`config.mk`:
```
export PLATFORM = sky130hd
export DESIGN_NAME = mem_wb_stage_pipe
export DESIGN_NICKNAME = d
export VERILOG_FILES = /design/src/rtl/mem_wb_stage_pipe.sv
export SDC_FILE = /design/constraint.sdc
export NUM_CORES = 1
export LEC_CHECK = 0
export ABC_CLOCK_PERIOD_IN_PS = 3600
export CAP_MARGIN = 20
export CORE_MARGIN = 2
export CORE_UTILIZATION = 34
export DETAILED_ROUTE_END_ITERATION = 10
export GPL_TIMING_DRIVEN = 0
export PLACE_DENSITY = 0.77
export SETUP_SLACK_MARGIN = 0.2
export SLEW_MARGIN = 20
export SYNTH_ARGS = -nofsm -noshare
export SYNTH_HDL_FRONTEND = slang
export SYNTH_SLANG_ARGS = --single-unit
```
`constraint.sdc`:
```
create_clock -name CLK -period 3.6 [get_ports CLK]
set_input_delay 0.9 -clock CLK [delete_from_list [all_inputs] [get_ports CLK]]
set_output_delay 0.9 -clock CLK [all_outputs]
set_load 0.005 [all_outputs]
```
`src/rtl/mem_wb_stage_pipe.sv`:
```
// ---------------------------------------------------------------------------
// mem_wb_stage_pipe
//
// MEM -> WB pipeline register for the 32-bit MIPS pipeline, built as a chain
// of STAGES register slots (legal range 1..4). Slot 0 captures the Memory
// stage; the last slot drives the Writeback outputs. Every slot carries a
// valid bit, so bubbles and flushed instructions travel with their fields
// masked.
//
// Optional feature macro: MEM_WB_PERF_CNT_EN
//   When defined, RetireCnt / BubbleCnt outputs are added. They count
//   non-stalled edges with and without a valid instruction in the last slot.
//   Both saturate and clear only on RST.
//
// Ports
//   CLK         in   clock, rising edge
//   RST         in   synchronous active-high reset
//   StallW      in   hold every slot, drop the M-stage inputs
//   FlushW      in   invalidate every slot (wins over StallW)
//   ValidM      in   M-stage inputs carry a real instruction
//   RegWriteM   in   instruction writes the register file
//   MemtoRegM   in   result comes from memory data
//   ReadDataM   in   data-memory read value      [DATA_WIDTH]
//   ALUOutM     in   ALU result                  [DATA_WIDTH]
//   WriteRegM   in   destination register index  [REG_ADDR_WIDTH]
//   HazRegA/B   in   decode source registers for hazard lookup
//   ValidW      out  last slot holds a valid instruction
//   RegWriteW   out  qualified write enable (never for $zero)
//   MemtoRegW   out  raw registered MemtoReg
//   ReadDataW   out  registered memory data
//   ALUOutW     out  registered ALU result
//   WriteRegW   out  registered destination index
//   ResultW     out  writeback value (mux of ReadDataW / ALUOutW)
//   HazHitA/B   out  some slot holds a pending write to HazRegA/B
//   RetireCnt   out  (MEM_WB_PERF_CNT_EN only) retired instructions
//   BubbleCnt   out  (MEM_WB_PERF_CNT_EN only) bubble edges
// ---------------------------------------------------------------------------
module mem_wb_stage_pipe #(
    parameter int DATA_WIDTH     = 32,
    parameter int REG_ADDR_WIDTH = 5,
    parameter int STAGES         = 1
) (
    input  logic                      CLK,
    input  logic                      RST,
    input  logic                      StallW,
    input  logic                      FlushW,
    input  logic                      ValidM,
    input  logic                      RegWriteM,
    input  logic                      MemtoRegM,
    input  logic [DATA_WIDTH-1:0]     ReadDataM,
    input  logic [DATA_WIDTH-1:0]     ALUOutM,
    input  logic [REG_ADDR_WIDTH-1:0] WriteRegM,
    input  logic [REG_ADDR_WIDTH-1:0] HazRegA,
    input  logic [REG_ADDR_WIDTH-1:0] HazRegB,
    output logic                      ValidW,
    output logic                      RegWriteW,
    output logic                      MemtoRegW,
    output logic [DATA_WIDTH-1:0]     ReadDataW,
    output logic [DATA_WIDTH-1:0]     ALUOutW,
    output logic [REG_ADDR_WIDTH-1:0] WriteRegW,
    output logic [DATA_WIDTH-1:0]     ResultW,
    output logic                      HazHitA,
    output logic                      HazHitB
`ifdef MEM_WB_PERF_CNT_EN
    ,
    output logic [31:0]               RetireCnt,
    output logic [31:0]               BubbleCnt
`endif
);

    localparam int LAST = STAGES - 1;

    logic                      r_valid    [STAGES];
    logic                      r_regwrite [STAGES];
    logic                      r_memtoreg [STAGES];
    logic [DATA_WIDTH-1:0]     r_rdata    [STAGES];
    logic [DATA_WIDTH-1:0]     r_alu      [STAGES];
    logic [REG_ADDR_WIDTH-1:0] r_wreg     [STAGES];

    logic w_shift;
    logic w_hit_a;
    logic w_hit_b;

    // A flush moves the data fields like a normal shift even under stall;
    // only the valid bits are forced low, so the fields stay masked.
    assign w_shift = FlushW | ~StallW;

    always_ff @(posedge CLK) begin
        if (RST) begin
            for (int i = 0; i < STAGES; i++) begin
                r_valid[i]    <= 1'b0;
                r_regwrite[i] <= 1'b0;
                r_memtoreg[i] <= 1'b0;
                r_rdata[i]    <= '0;
                r_alu[i]      <= '0;
                r_wreg[i]     <= '0;
            end
        end else if (w_shift) begin
            r_valid[0]    <= ValidM & ~FlushW;
            r_regwrite[0] <= RegWriteM;
            r_memtoreg[0] <= MemtoRegM;
            r_rdata[0]    <= ReadDataM;
            r_alu[0]      <= ALUOutM;
            r_wreg[0]     <= WriteRegM;
            for (int i = STAGES - 1; i > 0; i--) begin
                r_valid[i]    <= r_valid[i-1] & ~FlushW;
                r_regwrite[i] <= r_regwrite[i-1];
                r_memtoreg[i] <= r_memtoreg[i-1];
                r_rdata[i]    <= r_rdata[i-1];
                r_alu[i]      <= r_alu[i-1];
                r_wreg[i]     <= r_wreg[i-1];
            end
        end
    end

    // Hazard lookup looks only at registered slots; a write to $zero never
    // counts, which also makes HazReg = 0 always miss.
    always_comb begin
        w_hit_a = 1'b0;
        w_hit_b = 1'b0;
        for (int i = 0; i < STAGES; i++) begin
            if (r_valid[i] && r_regwrite[i] && (r_wreg[i] != '0)) begin
                if (r_wreg[i] == HazRegA) w_hit_a = 1'b1;
                if (r_wreg[i] == HazRegB) w_hit_b = 1'b1;
            end
        end
    end

    assign ValidW    = r_valid[LAST];
    assign RegWriteW = r_valid[LAST] & r_regwrite[LAST] & (r_wreg[LAST] != '0);
    assign MemtoRegW = r_memtoreg[LAST];
    assign ReadDataW = r_rdata[LAST];
    assign ALUOutW   = r_alu[LAST];
    assign WriteRegW = r_wreg[LAST];
    assign ResultW   = r_memtoreg[LAST] ? r_rdata[LAST] : r_alu[LAST];
    assign HazHitA   = w_hit_a;
    assign HazHitB   = w_hit_b;

`ifdef MEM_WB_PERF_CNT_EN
    logic [31:0] r_retire_cnt;
    logic [31:0] r_bubble_cnt;

    // Counts follow the last slot as seen before the edge; flush does not
    // interfere, stall freezes both.
    always_ff @(posedge CLK) begin
        if (RST) begin
            r_retire_cnt <= '0;
            r_bubble_cnt <= '0;
        end else if (!StallW) begin
            if (r_valid[LAST]) begin
                if (r_retire_cnt != 32'hFFFF_FFFF) r_retire_cnt <= r_retire_cnt + 32'd1;
            end else begin
                if (r_bubble_cnt != 32'hFFFF_FFFF) r_bubble_cnt <= r_bubble_cnt + 32'd1;
            end
        end
    end

    assign RetireCnt = r_retire_cnt;
    assign BubbleCnt = r_bubble_cnt;
`endif

endmodule

```
==> flow_metrics.py <==
metrics = {
    "outcome": {
        "status": "finished, final reports clean",
    },
    "logic_synthesis": {
        "synth_top_cell_by_area": "edfxtp_1",
        "syn_area_per_cell_sq_um": 15.3,
        "synth_area_sq_um": 3170,
        "syn_inst": 207,
        "netlist_top_cells_area": "edfxtp_1, and2_1, mux2_2",
        "synth-seq-cells": 72,
        "syn_nets": 293,
        "ys_warn_count": 0,
        "ys_seq_area_frac": 0.682,
        "netlist.area_leader.share": 0.682,
        "synth_cell_type_count": 16,
    },
    "route": {
        "wirelength_microns": 8170,
        "vias_per_cell": 4.49,
        "drcViolationCount": 0,
        "first_pass_iters": 4,
        "vias": 2374,
        "antenna_left": 0,
        "drt_iter0_markers": 45,
        "wl_per_cell_microns": 15.5,
    },
    "critical_path": {
        "cp_data_required_time_ps": 2700,
        "critical_path_class": "in -> out",
        "cp-start-kind": "primary input",
        "cpMaxStageDelayCell": "clkdlybuf4s50_1",
        "crit_buf_inv": 2,
        "crit_arrival_ps": 2360,
        "cpMostUsedCell": "clkdlybuf4s50_1",
        "cp_cell_sequence": "clkdlybuf4s50_1, xnor2_1, nand3_1, nor4_1, clkdlybuf4s50_1",
        "cp_max_fo": 1,
        "max_stage_delay_ps": 560,
        "path_delay_family": "buffers and inverters",
        "critPathCaptureType": "output port",
    },
    "cells_and_area": {
        "areaGrowthSynthToFinish_pct": 72.9,
        "layout_common_cells": "clkdlybuf4s50_1, edfxtp_1, and2_1",
        "fin_util": 0.599,
        "instances_no_fill": 529,
        "drive_gt1_frac": 0.132,
        "fin_nets": 499,
        "layout_commonest_cell": "clkdlybuf4s50_1",
        "antennaDiodeCount": 0,
    },
    "cts": {
        "clock-root-buffer": "clkbuf_8",
        "htreeDepth": 3,
        "path_clk_slew_ps": 80,
        "cts_setup_buffers": 0,
        "cts_buffers": 9,
        "cts_tree": "yes",
        "cts-hold-fix-buffers": 0,
        "numClockSinks": 72,
        "post_cts_resized": 0,
        "clockBufferDepth": 2,
    },
    "grt": {
        "grt_use_met2": 0.290,
        "antenna_found_initial": 0,
        "grt_pass1_wl_microns": 12200,
        "busiest_layer": "met2",
        "use_met1": 0.174,
        "grt_pass1_vias": 2438,
        "overflow": 0,
        "grt_use_total": 0.161,
        "use_met3": 0.0499,
        "grt_max_degree": 19,
    },
    "die": {
        "die_x_microns": 101,
        "rows": 35,
        "io_pins": 192,
        "dieArea_sq_um": 10100,
        "start_util": 0.347,
        "core_area_sq_um": 9150,
        "die-height_microns": 101,
    },
    "place": {
        "dp_hpwl_microns": 6440,
        "dp.cells": 513,
        "post-place-ws_ps": 317,
        "io_buffers": 191,
        "gp_congestion": 0.779,
    },
    "timing": {
        "hold_viol_final": 0,
        "finalWorstPathRequiredPeriod_ps": 3260,
        "setup_viol": 0,
        "final.setup.tns_ps": 0,
        "maxSlewViolCount": 0,
        "hold_ws_ps": 1210,
        "clock.fmax_mhz": 306,
        "tightest_slew_ps": 788,
        "layout_worst_path_cycle_share": 0.906,
        "rsz0062_at_grt": "false",
        "fin_ws_ps": 337,
        "relSlewSlack": 0.473,
    },
    "power": {
        "ir_worst_vdd_mv": 0.214,
        "power.leakage_uw": 0.00209,
        "power_density_nw_per_um2": 398,
    },
    "flow_run": {
        "cap_violations": 0,
    },
    "worst_hold_path": {
        "hp-class": "in -> reg",
        "hold_end": "r_alu[0][27]$_SDFFCE_PN0P_",
        "min_path_cells": 2,
        "hold_start": "ALUOutM[27]",
    },
}
==> kinds of logic after synthesis <==
kind of cell | after synthesis | synth area share
and+or+nand+nor | 78 | 0.154
xor gates and xnor gates | 10 | 0.0276
buffers and inverters | 13 | 0.0166
AOI/OAI and AO/OA | 2 | 0.00671
muxes | 32 | 0.114
DFF | 72 | 0.682
==> synth_stat cells, drive strengths merged <==
cell and instances:
nand3b 1, xnor2 6, clkbuf 8, and2 71, nand3 2, mux2 32, inv 2, nor4 2
buf 3, a21oi 1, o211ai 1, and3 1, edfxtp 72, or4 1, xor2 4
==> worst max path at each step <==
stage	from	endpoint	slack, ps	cells after the start
CTS	HazRegA[4]	HazHitA	320	5
detailed placement	HazRegA[4]	HazHitA	320	5
global route	HazRegA[0]	HazHitA	300	5
finish	HazRegA[4]	HazHitA	340	5
floorplan	RST	r_alu[0][0]$_SDFFCE_PN0P_	110	1
global placement	RST	r_rdata[0][16]$_SDFFCE_PN0P_	-1200	2
==> per-stage QoR <==
step	power, uW	instance area [sq um]
final	2180	5490
after global placement	1520	5220
after global routing	2270	5490
after detailed placement	1530	5280
after floorplan	1190	3170
after CTS	2200	5490
==> final cells by class <==
class | count | area [sq um]
sequential | 72 | 2160
buffer | 11 | 45.0
inverter | 2 | 7.51
fill | 756 | 3670
timing repair buffer | 195 | 1960
multi-input combinational | 122 | 957
clock inverter | 7 | 86.3
tap | 111 | 139
clock buffer | 9 | 124
==> metal layers <==
| metal | vias to the layer above | wire, microns |
|---|---|---|
| li1 | 1142 | - |
| met1 | 1100 | 3150 |
| met2 | 119 | 4280 |
| met3 | 13 | 610 |
| met4 | 0 | 137 |
| met5 | - | 0 |
==> registers in the layout (all words and copies together) (netlist names) <==
register    flops
r_alu          32
r_rdata        32
r_wreg          5
r_memtoreg      1
r_regwrite      1
r_valid         1
==> power by group <==
group	leakage, uW	internal [uW]	switching, uW
sequential	0.000808	1000	40.7
combinational	0.00118	331	134
clock	0.000108	384	291
total	0.00209	1720	466
No activity file was read; power rests on OpenSTA's default activity.
